<file path="config.mk">
export PLATFORM = sky130hd
export DESIGN_NAME = piso_transmitter
export DESIGN_NICKNAME = d
export VERILOG_FILES = /design/src/rtl/piso_pkg.sv /design/src/rtl/piso_transmitter_counter.sv /design/src/rtl/piso_transmitter.sv
export SDC_FILE = /design/constraint.sdc
export NUM_CORES = 1
export LEC_CHECK = 0
export ABC_AREA = 1
export CORE_MARGIN = 3
export CORE_UTILIZATION = 30
export CTS_BUF_LIST = sky130_fd_sc_hd__clkbuf_8
export DETAILED_ROUTE_END_ITERATION = 8
export DONT_BUFFER_PORTS = 1
export SKIP_LAST_GASP = 1
export SLEW_MARGIN = 10
export SYNTH_ARGS = -nofsm -noshare
export SYNTH_HDL_FRONTEND = slang
export SYNTH_SLANG_ARGS = --single-unit
</file>
<file path="constraint.sdc">
create_clock -name clock -period 4.35 [get_ports clock]
set_clock_uncertainty 0.1 [all_clocks]
set_input_delay 0.2175 -clock clock [delete_from_list [all_inputs] [get_ports clock]]
set_output_delay 0.2175 -clock clock [all_outputs]
set_load 0.02 [all_outputs]
</file>
<file path="src/rtl/piso_pkg.sv">
// Shared types and sizing helpers for the parallel-in/serial-out transmitter.
package piso_pkg;

    typedef enum logic [1:0] {
        IDLE  = 2'd0,
        SHIFT = 2'd1,
        GAP   = 2'd2
    } piso_state_t;

    function automatic int piso_cnt_w(input int width);
        return (width < 2) ? 1 : $clog2(width);
    endfunction

endpackage

</file>
<file path="src/rtl/piso_transmitter_counter.sv">
// Small up/down counter with synchronous clear (highest priority), load and enable.
module piso_transmitter_counter #(
    parameter int WIDTH = 3
) (
    input  logic             clock,
    input  logic             clear,
    input  logic             load,
    input  logic [WIDTH-1:0] load_value,
    input  logic             en,
    input  logic             up,
    output logic [WIDTH-1:0] count
);

    logic [WIDTH-1:0] count_q, count_d;

    always_comb begin
        count_d = count_q;
        if (clear) begin
            count_d = '0;
        end else if (load) begin
            count_d = load_value;
        end else if (en) begin
            count_d = up ? count_q + 1'b1 : count_q - 1'b1;
        end
    end

    always_ff @(posedge clock) begin
        count_q <= count_d;
    end

    assign count = count_q;

endmodule

</file>
<file path="src/rtl/piso_transmitter.sv">
// Parallel-in, serial-out frame transmitter: valid/ready word intake, one bit per
// clock with valid/last strobes, per-word bit order and optional idle gap.
module piso_transmitter
    import piso_pkg::*;
#(
    parameter int WIDTH = 8,
    parameter int GAP   = 0
) (
    input  logic             clock,
    input  logic             reset,
    input  logic [WIDTH-1:0] data_in,
    input  logic             left,
    input  logic             in_valid,
    output logic             in_ready,
    output logic             serial_out,
    output logic             serial_valid,
    output logic             serial_last,
    output logic             busy
);

    localparam int CNT_W = piso_cnt_w(WIDTH);

    piso_state_t      state_q, state_d;
    logic [WIDTH-1:0] shreg_q, shreg_d;
    logic [WIDTH-1:0] word_ordered;
    logic [3:0]       gap_cnt_q, gap_cnt_d;
    logic             serial_valid_q, serial_valid_d;
    logic             serial_last_q, serial_last_d;
    logic [CNT_W-1:0] bit_cnt;
    logic             last_bit;
    logic             xfer;

    assign last_bit = (state_q == SHIFT) && (bit_cnt == CNT_W'(WIDTH - 1));

    always_comb begin
        in_ready = 1'b0;
        if (!reset) begin
            if (state_q == IDLE) begin
                in_ready = 1'b1;
            end else if (last_bit && (GAP == 0)) begin
                in_ready = 1'b1;
            end
        end
    end

    assign xfer = in_valid && in_ready;

    // The shift register always sends from its MSB, so LSB-first words are stored reversed.
    always_comb begin
        word_ordered = '0;
        for (int i = 0; i < WIDTH; i++) begin
            word_ordered[i] = left ? data_in[i] : data_in[WIDTH-1-i];
        end
    end

    piso_transmitter_counter #(
        .WIDTH(CNT_W)
    ) u_bit_cnt (
        .clock     (clock),
        .clear     (reset | last_bit),
        .load      (1'b0),
        .load_value('0),
        .en        (state_q == SHIFT),
        .up        (1'b1),
        .count     (bit_cnt)
    );

    always_comb begin
        state_d       = state_q;
        shreg_d       = shreg_q;
        gap_cnt_d     = gap_cnt_q;
        serial_last_d = 1'b0;
        case (state_q)
            IDLE: begin
                if (xfer) begin
                    state_d = SHIFT;
                    shreg_d = word_ordered;
                end
            end
            SHIFT: begin
                if (last_bit) begin
                    shreg_d = '0;
                    if (GAP > 0) begin
                        state_d   = piso_pkg::GAP;
                        gap_cnt_d = '0;
                    end else if (xfer) begin
                        state_d = SHIFT;
                        shreg_d = word_ordered;
                    end else begin
                        state_d = IDLE;
                    end
                end else begin
                    shreg_d       = shreg_q << 1;
                    serial_last_d = (bit_cnt == CNT_W'(WIDTH - 2));
                end
            end
            piso_pkg::GAP: begin
                if (gap_cnt_q == 4'(GAP - 1)) begin
                    state_d   = IDLE;
                    gap_cnt_d = '0;
                end else begin
                    gap_cnt_d = gap_cnt_q + 4'd1;
                end
            end
            default: begin
                state_d = IDLE;
                shreg_d = '0;
            end
        endcase
        serial_valid_d = (state_d == SHIFT);
    end

    always_ff @(posedge clock) begin
        if (reset) begin
            state_q        <= IDLE;
            shreg_q        <= '0;
            gap_cnt_q      <= '0;
            serial_valid_q <= 1'b0;
            serial_last_q  <= 1'b0;
        end else begin
            state_q        <= state_d;
            shreg_q        <= shreg_d;
            gap_cnt_q      <= gap_cnt_d;
            serial_valid_q <= serial_valid_d;
            serial_last_q  <= serial_last_d;
        end
    end

    assign serial_out   = shreg_q[WIDTH-1];
    assign serial_valid = serial_valid_q;
    assign serial_last  = serial_last_q;
    assign busy         = (state_q != IDLE);

endmodule

</file>
# Word-level counts from Yosys, hierarchy flattened
# Index checks and enable logic that the tools add are counted.
# op_classes
n_addsub	2
bitwise	3
reduce_logical	6
mux	21
n_eq_ne	7
# ops
op	count
$mux 8	3
$pmux 8 s3	1
$mux 1	12
$eq 3x3->1 const B	2
$mux 2	3
$pmux 2 s3	1
$add 4x1->4 const B	1
$eq 2x1->1 const B	2
$eq 4x4->1 const B	1
$mux 4	1
$add 3x1->3 const B	1
$reduce_or 3->1	1
$eq 2x2->1 const B	1
$logic_and 1x1->1	2
$logic_not 2->1	1
$ne 2x2->1 const B	1
$not 1->1	2
$reduce_and 2->1	1
$reduce_bool 2->1	1
$or 1x1->1	1
# totals
inputBits	12
output_inout_bits	5
wordCells	45
regBits	19

# Depth between registers and ports, before layout
# Gate-level depths: netlist (run 1).
# logic_depth
depth_word	10
ltp_mapped	10
mapped_depth_nobuf	10

# Hierarchy
# From an unflattened synthesis (run 1), not the netlist that was laid out.
# unflattened
cells_unflattened	144
area_unflattened_um2	997.2
# by_module_without_submodules
module	area_per_inst_um2	instances	seq_area_each_um2	cells_per_inst
piso_transmitter	800.8	1	320.3	113
piso_transmitter_counter	196.4	1	60.1	31

# Worst setup path before layout (run 1)
# OpenSTA, ideal clock, no wires.
# synth_timing
path_kind	reg-to-reg
startpoint	register u_bit_cnt.count_q[0], in the netlist u_bit_cnt.count[0]
endpoint	register shreg_q[3]
arrival_ns	1.422
path_buffers	0
path_slack_ns	2.772
setup_time_ns	0.056
stages_incl_launch_ff	11
period_less_slack_ns	1.578
required_ns	4.194
cell_sequence	dfxtp_1 -> ha_1 -> ha_1 -> inv_1 -> nand2_1 -> inv_2 -> nor2_2 -> nand3_1 -> nand3_1 -> nand2_1 -> inv_1
# synth_via
elab_chain_len	9
word_cells_on_any_way	11
classes_between	eq/ne (2); mux (6); reduce/logical (3)
# synth_lines
item	line	rtl
from (decl)	piso_transmitter_counter.sv:14	logic [WIDTH-1:0] count_q, count_d;
from (signal assigned)	piso_transmitter_counter.sv:28	count_q <= count_d;
$eq 3x3->1 *	piso_transmitter.sv:33	assign last_bit = (state_q == SHIFT) && (bit_cnt == CNT_W'(WIDTH - 1));
$logic_and 1x1->1 *	piso_transmitter.sv:33	
$mux 1 *	piso_transmitter.sv:40	end else if (last_bit && (GAP == 0)) begin
$mux 1 *	piso_transmitter.sv:38	if (state_q == IDLE) begin
$mux 1 *	piso_transmitter.sv:37	if (!reset) begin
via in_ready	piso_transmitter.sv:14	output logic in_ready,
$logic_and 1x1->1 *	piso_transmitter.sv:46	assign xfer = in_valid && in_ready;
$mux 8	piso_transmitter.sv:86	end else if (xfer) begin
$mux 8	piso_transmitter.sv:81	if (last_bit) begin
$pmux 8 s3	piso_transmitter.sv:73	case (state_q)
to (signal assigned)	piso_transmitter.sv:122	shreg_q <= shreg_d;
to (decl)	piso_transmitter.sv:24	logic [WIDTH-1:0] shreg_q, shreg_d;
# The timed path passes the listed nets; every way through them passes the cells marked *.
# A chain may end at the register's enable or synchronous reset.

# Final worst setup path (run 1)
# layout_timing
startpoint	register u_bit_cnt.count_q[1], in the netlist u_bit_cnt.count[1]
endpoint	output port in_ready
# layout_via
elab_chain_len	5
# layout_lines
item	line
$eq 3x3->1	piso_transmitter.sv:33
$logic_and 1x1->1	piso_transmitter.sv:33
$mux 1	piso_transmitter.sv:40
$mux 1	piso_transmitter.sv:38
$mux 1	piso_transmitter.sv:37
to (decl)	piso_transmitter.sv:14
# No other way between the ends.

==> impl_metrics.ini, run 1 <==
[final_layout]
syn_to_final_growth_pct = 11.79
final_cell_mix = 30 x nand2_1, 25 x nor2_1, 19 x dfxtp_1, 14 x a21oi_1, 13 x inv_1
final_common_cell = nand2_1
fin_nets = 164
fin_area_um2 = 1104
diodes = 0
drive_above_1_share_pct = 9.524

[synth]
yosysSeqAreaShare_pct = 38.53
ys_seq_elements = 19
yosysUniqueCellTypes = 22
synthTopCellsByArea = dfxtp_1 39%, nand2_1 11%, nor2_1 9.5%
synth_nets = 158
synth_warnings = 0
synth_top_area_share_pct = 38.53
syn_area_per_cell_um2 = 6.952
synth_largest_area_cell = dfxtp_1
synthCells = 142
netlist_area_um2 = 987.2

[sta]
relSlewSlack_pct = 80.18
fin_tns_setup_ns = 0
max_freq_mhz = 541.2
slew_violations = 0
tightest_slew_ns = 0.2970
worst_slack_ns = 2.502
final.min_clock_period_ns = 1.848
fin_hold_ws_ns = 0.03908
finalSetupViolations = 0
period_share_pct = 42.47
finalHoldViolations = 0
rsz0062_at_grt = false

[placed_design]
gp_congestion = 0.7980
dp_hpwl_um = 1526
placed_area_um2 = 1039
io_buffers = 0
dp_slack_ns = 2.607

[grt]
grt_pass1_vias = 809
globalRoute.totalOverflow = 0
grt_antenna_before_repair = 0
grt_max_degree = 17
track_usage_pct = 11.01
grt_pass1_wl_um = 3519

[clock_tree]
clkTransAtPathRegs_ns = 0.07
cts-buffers-inserted = 3
cts.sinks = 19
htreeDepth = 1
clockRootBuffer = clkbuf_8
postCtsResizedCells = 0
clk_latency_ns = 0.25
cts_tree = yes
cts_buffer_depth = 2

[setup_path]
slowest_stage = dfxtp_1
criticalPathCategory = reg2out
cp_max_fo = 7
crit_required_ns = 4.03
critical_path_buf_inv_count = 2
endpoint_kind = output port
path_cells = ha_1 > ha_1 > inv_1 > nand2_1 > inv_2 > nor2_2
cp_common_cell = ha_1
path_delay_family = simple AND/OR/NAND/NOR gates
worstPathArrival_ns = 1.53
startpoint_type = flip-flop
critPathMaxStageDelay_ns = 0.36

[floorplan]
core-area_um2 = 3103
die_w_um = 63.37
num_rows = 20
die_h_um = 63.37
ioPinCount = 17
start_util_pct = 31.81
die-area_um2 = 4015

[flow_run]
maxCapViolations = 0

[drt]
drc = 0
via_count = 883
wl_um = 1944
ant_nets = 0
first_pass_iters = 4
drt_iter0_drc = 37
vias_per_cell = 4.623
wire_per_inst_um = 10.18

[worst_hold_path]
hp-class = in2reg

[pwr]
leakagePower_nw = 0.4668
ir_worst_vdd_mv = 0.1125
pwr_density_cell_nw_per_um2 = 318.8
totalPowerFinal_w = 0.0003518

[status]
outcome = finished clean
-- through the flow --
| step | instances | util [%] |
|---|---|---|
| 2_1_floorplan | 142 | - |
| 3_3_place_gp | 185 | 33.47 |
| 3_5_place_dp | 185 | 33.47 |
| 4_1_cts | 191 | 35.56 |
| 5_1_grt | 191 | 35.56 |
| 6_report | 191 | 35.56 |
-- cells in the mapped netlist --
cell type / count
a211oi_1: 1
nor3b_1: 1
nand2_1: 30
clkbuf_1: 1
o21ai_0: 12
inv_1: 12
o21ai_1: 1
nor3_1: 1
ha_1: 4
nor2_1: 25
nand3_2: 1
nor2_2: 1
nand2_2: 1
o21a_1: 1
nand3_1: 8
or2_0: 1
o21bai_4: 1
a21oi_1: 14
dfxtp_1: 19
a31oi_4: 1
inv_2: 5
nor2_4: 1
-- final cells by class --
| type | instances | area (um^2) |
|---|---|---|
| inverters | 17 | 63.81 |
| fillers | 349 | 1999 |
| well taps | 44 | 55.05 |
| clock inverters | 1 | 3.754 |
| multi-input cells | 105 | 539.3 |
| flip-flops and latches | 19 | 380.4 |
| repair buffers | 2 | 20.02 |
| clock buffers | 3 | 41.29 |
-- flip-flops by register name, summed over array words and instances (netlist names) --
register	cells
gap_cnt_q	4
serial_last	1
serial_valid	1
shreg_q	8
state_q	2
u_bit_cnt.count	3
-- kinds of logic after synthesis --
group / synth area share [%]
buffers and inverters: 6.844
AO/OA/AOI/OAI: 19.27
flip-flops: 38.53
AND/OR/NAND/NOR: 30.29
adder cells (fa/ha/maj): 5.070
-- worst reg2reg max path, stage by stage, from the launching register on --
cell and delay (ns):
dfxtp_1 0.36, ha_1 0.16, ha_1 0.17, inv_1 0.05
nand2_1 0.19, inv_2 0.09, nor2_2 0.26, nand3_1 0.12
nand3_1 0.10, nand2_1 0.05, inv_1 0.04
-- timing repair --
action,in CTS,in global routing
buffers inserted,0,0
hold endpoints to repair,6,0
hold buffers,2,0
-- final timing paths --
path                      start            endpoint  slack (ns)  depth (start not counted)
max reg2reg  u_bit_cnt.count[1]          shreg_q[3]        2.61                         10
max          u_bit_cnt.count[1]            in_ready        2.50                          6
min                    in_valid          shreg_q[0]        0.04                          2
min reg2reg  u_bit_cnt.count[0]  u_bit_cnt.count[0]        0.38                          2
-- metal layers --
layer	routed length, um	part of all wire, %	vias up	track usage, %
met1	913	47	391	13.41
met5	0	0	-	0
met3	84	4.3	2	3.922
met2	909	47	15	17.34
li1	-	-	475	-
met4	36	1.9	0	4.852
-- power by group --
group | switching (W) | leakage, nW | internal [W]
sequential | 0.00000715 | 0.155 | 0.000183
clock | 0.0000541 | 0.0269 | 0.0000626
combinational | 0.0000279 | 0.285 | 0.0000172
total | 0.0000892 | 0.467 | 0.000263
No activity file was read; power rests on OpenSTA's default activity.
==> run 2, diff against run 1 <==
==> constraint.sdc (replaced) <==
create_clock -name clock -period 1.7 [get_ports clock]
set_clock_uncertainty 0.1 [all_clocks]
set_input_delay 0.085 -clock clock [delete_from_list [all_inputs] [get_ports clock]]
set_output_delay 0.085 -clock clock [all_outputs]
set_load 0.02 [all_outputs]
==> run 2 against run 1 <==
Compared with the run above:
- the flow now finishes with violations (negative hold slack)
- via count up 4.9%
- combinational power rose to 3.2 times the previous value
- final cell count is 4.7% higher
- die area is the same
- sequential power rose to 2.6 times the previous value
- hold slack worse by 0.041 ns
- largest cell class unchanged
- largest power group unchanged
==> impl_metrics.ini, run 2 (synthesized netlist as in run 1, its figures left out) <==
[drt]
vias_per_cell = 4.630
ant_nets = 0
first_pass_iters = 4
wl_um = 2170
drt_iter0_drc = 64
via_count = 926
drc = 0
wire_per_inst_um = 10.85

[placed_design]
place_inst = 187
placed_area_um2 = 1054
dp_slack_ns = 0.08515
dp_hpwl_um = 1541
io_buffers = 0
gp_congestion = 0.8196

[clock_tree]
clkTransAtPathRegs_ns = 0.07
post_cts_buffers = 0
cts_buffer_depth = 2
clk_latency_ns = 0.26
cts_tree = yes
cts-buffers-inserted = 3
cts.sinks = 19
clockRootBuffer = clkbuf_8
htreeDepth = 1

[setup_path]
slowest_stage = dfxtp_1
startpoint_type = flip-flop
cp_common_cell = ha_1
worstPathArrival_ns = 1.46
critical_path_buf_inv_count = 3
criticalPathCategory = reg2out
path_cells = ha_1 > ha_1 > inv_1 > nand2_2 > inv_2 > nor2_4 > buf_4
endpoint_kind = output port
critPathMaxStageDelay_ns = 0.33
cp_max_fo = 5
crit_required_ns = 1.51
path_delay_family = adder cells

[final_layout]
final_common_cell = nand2_1
top_register = shreg_q
largest_reg_flops = 8
drive_above_1_share_pct = 10.90
finalNonFillerCells = 200
fin_nets = 173
fin_area_um2 = 1199
diodes = 0
syn_to_final_growth_pct = 21.42
final_cell_mix = 29 x nand2_1, 25 x nor2_1, 19 x dfxtp_1, 14 x a21oi_1, 13 x inv_1

[floorplan]
ioPinCount = 17
start_util_pct = 31.81
core-area_um2 = 3103
die_h_um = 63.37
die-area_um2 = 4015
num_rows = 20
die_w_um = 63.37

[sta]
max_freq_mhz = 608.7
worst_slack_ns = 0.05709
fin_hold_ws_ns = -0.001523
finalHoldViolations = 1
final.min_clock_period_ns = 1.643
rsz0062_at_grt = true
slew_violations = 0
tightest_slew_ns = 0.3343
period_share_pct = 96.64
relSlewSlack_pct = 77.64
finalSetupViolations = 0
fin_tns_setup_ns = 0

[status]
violations = negative hold slack
outcome = complete, but fails checks

[pwr]
pwr_density_cell_nw_per_um2 = 785.8
ir_worst_vdd_mv = 0.3019
leakagePower_nw = 0.5147

[grt]
grt_pass1_vias = 917
grt_pass1_wl_um = 3974
track_usage_pct = 12.68
globalRoute.totalOverflow = 0
grt_antenna_before_repair = 0
grt_max_degree = 11

[worst_hold_path]
hp-class = in2reg

[flow_run]
maxCapViolations = 0
[run 2: worst register-to-register path: stages, from the launching register on]
cell	delay (ns)
dfxtp_1	0.33
ha_1	0.20
ha_1	0.20
inv_1	0.07
nand2_2	0.09
nand3_2	0.12
nand2_1	0.13
o21ai_0	0.17
a21oi_1	0.06
[run 2: power by group]
group | leakage [nW] | total, W | internal, W | switching [W]
Sequential | 0.155 | 0.000486 | 0.000468 | 0.0000189
Clock | 0.0269 | 0.000311 | 0.000161 | 0.000150
Combinational | 0.332 | 0.000145 | 0.0000623 | 0.0000825
[run 2: path summary, 6_finish.rpt]
check        slack [ns]               start  cells after the start         end
max                0.06  u_bit_cnt.count[0]                      7    in_ready
min              -0.002          data_in[6]                      4  shreg_q[6]
max reg2reg        0.13  u_bit_cnt.count[0]                      8  shreg_q[6]
min reg2reg        0.38          shreg_q[0]                      2  shreg_q[0]
[run 2: final cells by class]
class | count | area [um^2]
multi-input cells | 105 | 546.8
flip-flops and latches | 19 | 380.4
well taps | 44 | 55.05
clock buffers | 3 | 41.29
repair buffers | 11 | 107.6
fillers | 326 | 1904
clock inverters | 1 | 3.754
inverters | 17 | 63.81
[run 2: what timing repair did]
item                                    in CTS  in global routing
endpoints found under the setup margin       1                  5
hold endpoints to repair                    15                  0
pin swaps                                    0                  0
gates resized for setup                      1                  5
hold buffers                                 9                  0
[run 2: through the flow]
| stage | utilization (%) | hold WS, ns | power, W |
|---|---|---|---|
| final | 38.63 | -0.001523 | 0.0009420 |
| after floorplan | - | 0.05407 | 0.0005868 |
| after global routing | 38.63 | 0.04083 | 0.0009961 |
| after detailed placement | 33.95 | 0.05849 | 0.0006113 |
| after global placement | 33.95 | 0.05718 | 0.0006085 |
| after CTS | 38.39 | 0.002038 | 0.0009524 |
[run 2: layer usage]
layer  track usage, %  part of all wire, %  vias up
li1                 -                    -      490
met1            15.14                   46      408
met2            20.08                   46       23
met3            2.852                  3.9        5
met4            8.625                  3.3        0
met5                0                    0        -
==> run 3, diff against run 2 <==
--- a/config.mk
+++ b/config.mk
@@ -8,7 +8,7 @@
 export ABC_AREA = 1
 export CORE_MARGIN = 3
 export CORE_UTILIZATION = 30
-export CTS_BUF_LIST = sky130_fd_sc_hd__clkbuf_8
+export CTS_BUF_LIST = sky130_fd_sc_hd__clkbuf_16
 export DETAILED_ROUTE_END_ITERATION = 8
 export DONT_BUFFER_PORTS = 1
 export SKIP_LAST_GASP = 1
==> run 3 against run 2 <==
Compared with the run above:
- sequential share of layout area increased by 0.23 points
- global-route usage decreased by 0.48 points
- combinational power decreased by 8%
- first-iteration DRC count increased by 6.3%
- maximum frequency increased by 0.84%
- die area unchanged
- final area decreased by 0.73%
- critical path depth unchanged
- total power increased by 17%
- flip-flop and latch count unchanged
- highest routed layer unchanged
- register-to-register slack got worse by 0.02 ns
- the run now ends clean
==> impl_metrics.ini, run 3 (synthesized netlist as in run 1, its figures left out) <==
[grt]
grt_max_degree = 11
grtUsageMet2_pct = 18.90
busiest_layer = met2
grt_antenna_before_repair = 0
grt_pass1_wl_um = 3857
grt_pass1_vias = 901
globalRoute.totalOverflow = 0
met3_usage_pct = 2.317
grt_util_met1_pct = 15.03
track_usage_pct = 12.20

[sta]
finalHoldViolations = 0
rsz0062_at_grt = true
final.min_clock_period_ns = 1.629
finalSetupViolations = 0
period_share_pct = 95.83
tightest_slew_ns = 0.3223
max_freq_mhz = 613.8
worst_slack_ns = 0.07081
slew_violations = 0
relSlewSlack_pct = 78.44

[placed_design]
io_buffers = 0
dp_hpwl_um = 1541
gp_congestion = 0.8196
placed_area_um2 = 1054
dp_slack_ns = 0.08515

[final_layout]
drive_above_1_share_pct = 11.18
final_common_cell = nand2_1
largest_reg_flops = 8
top_register = shreg_q
syn_to_final_growth_pct = 20.53
finish.utilization_pct = 38.35
diodes = 0
fillers = 328
final_cell_mix = 29 x nand2_1, 25 x nor2_1, 19 x dfxtp_1, 14 x a21oi_1, 13 x inv_1
fin_nets = 169
fin_area_um2 = 1190

[setup_path]
cp_max_fo = 5
critPathMaxStageDelay_ns = 0.32
cp_common_cell = ha_1
startpoint_type = flip-flop
critical_path_buf_inv_count = 3
path_delay_family = adder cells
path_cells = ha_1 > ha_1 > inv_1 > nand2_2 > inv_2 > nor2_4 > buf_4
r2r.worst_path.cells = 8
r2r_setup_slack_ns = 0.11
r2r_start = u_bit_cnt.count[0]
worstPathArrival_ns = 1.44
path_depth = 7
endpoint_kind = output port
slowest_stage = dfxtp_1
crit_required_ns = 1.51
criticalPathCategory = reg2out
r2r_end = shreg_q[2]

[worst_hold_path]
whs_path_depth = 4
min_to = shreg_q[4]
min_from = data_in[3]
hp-class = in2reg

[drt]
vias_per_cell = 4.643
wl_um = 2130
drc = 0
drt_iter0_drc = 68
ant_nets = 0
via_count = 910
wire_per_inst_um = 10.87
first_pass_iters = 4

[floorplan]
core-area_um2 = 3103
ioPinCount = 17
num_rows = 20
die_h_um = 63.37
die-area_um2 = 4015
die_w_um = 63.37
start_util_pct = 31.81

[clock_tree]
clk_latency_ns = 0.25
clockRootBuffer = clkbuf_16
cts_buffer_depth = 2
cts-buffers-inserted = 3
htreeDepth = 1
clkTransAtPathRegs_ns = 0.05
cts_tree = yes
post_cts_buffers = 0
cts.sinks = 19

[flow_run]
maxCapViolations = 0

[status]
outcome = finished clean

[pwr]
leakagePower_nw = 0.5050
ir_worst_vdd_mv = 0.3781
pwr_density_cell_nw_per_um2 = 922.7
[run 3: changes by cell type in the layout (fill, tap and decap cells not counted), sizes merged]
cell | previous run | this run
dlymetal6s4s | 1 | 0
dlygate4sd3 | 8 | 5
[run 3: tightest hold or removal path: stages]
cell	delay, ns
nor2_1	0.07
a21oi_1	0.05
nand2_1	0.06
a21oi_1	0.05
[run 3: final cells by class]
class | instances | area, um^2 | share of cell area (%)
multi-input cells | 105 | 546.8 | 45.95
clock inverters | 1 | 3.754 | 0.3155
flip-flops and latches | 19 | 380.4 | 31.97
well taps | 44 | 55.05 | 4.627
repair buffers | 7 | 65.06 | 5.468
inverters | 17 | 63.81 | 5.363
clock buffers | 3 | 75.07 | 6.309
[run 3: metal layers]
metal,share of wire (%),vias to the layer above
li1,-,481
met1,49,407
met2,45,18
met3,2.7,4
met4,3.0,0
met5,0,-
[run 3: worst max path at each step]
stage | from | to | slack, ns
final | u_bit_cnt.count[0] | in_ready | 0.07
after global routing | u_bit_cnt.count[0] | shreg_q[1] | -0.02
after CTS | u_bit_cnt.count[0] | in_ready | 0.05
after detailed placement | u_bit_cnt.count[0] | shreg_q[1] | 0.09
after global placement | u_bit_cnt.count[0] | shreg_q[5] | 0.13
after floorplan | u_bit_cnt.count[0] | shreg_q[3] | 0.12
[run 3: stage by stage]
step | instances | TNS [ns] | hold slack [ns] | power (W)
finish | 196 | 0 | 0.001908 | 0.001098
global route | 196 | -0.06121 | 0.03447 | 0.001151
CTS | 196 | 0 | 0.001611 | 0.001111
detailed placement | 187 | 0 | 0.05849 | 0.0006113
global placement | 187 | 0 | 0.05718 | 0.0006085
floorplan | 142 | 0 | 0.05407 | 0.0005868
[run 3: report_power, final]
part | internal [W] | total (W) | switching [W]
Clock | 0.000313 | 0.000477 | 0.000164
Sequential | 0.000468 | 0.000487 | 0.0000188
Combinational | 0.0000541 | 0.000134 | 0.0000798
[run 3: timing repair]
action,4_1_cts,5_1_grt
gates resized for setup,1,1
setup endpoints to repair,1,4
hold buffers,5,0
endpoints found under the hold margin,15,0
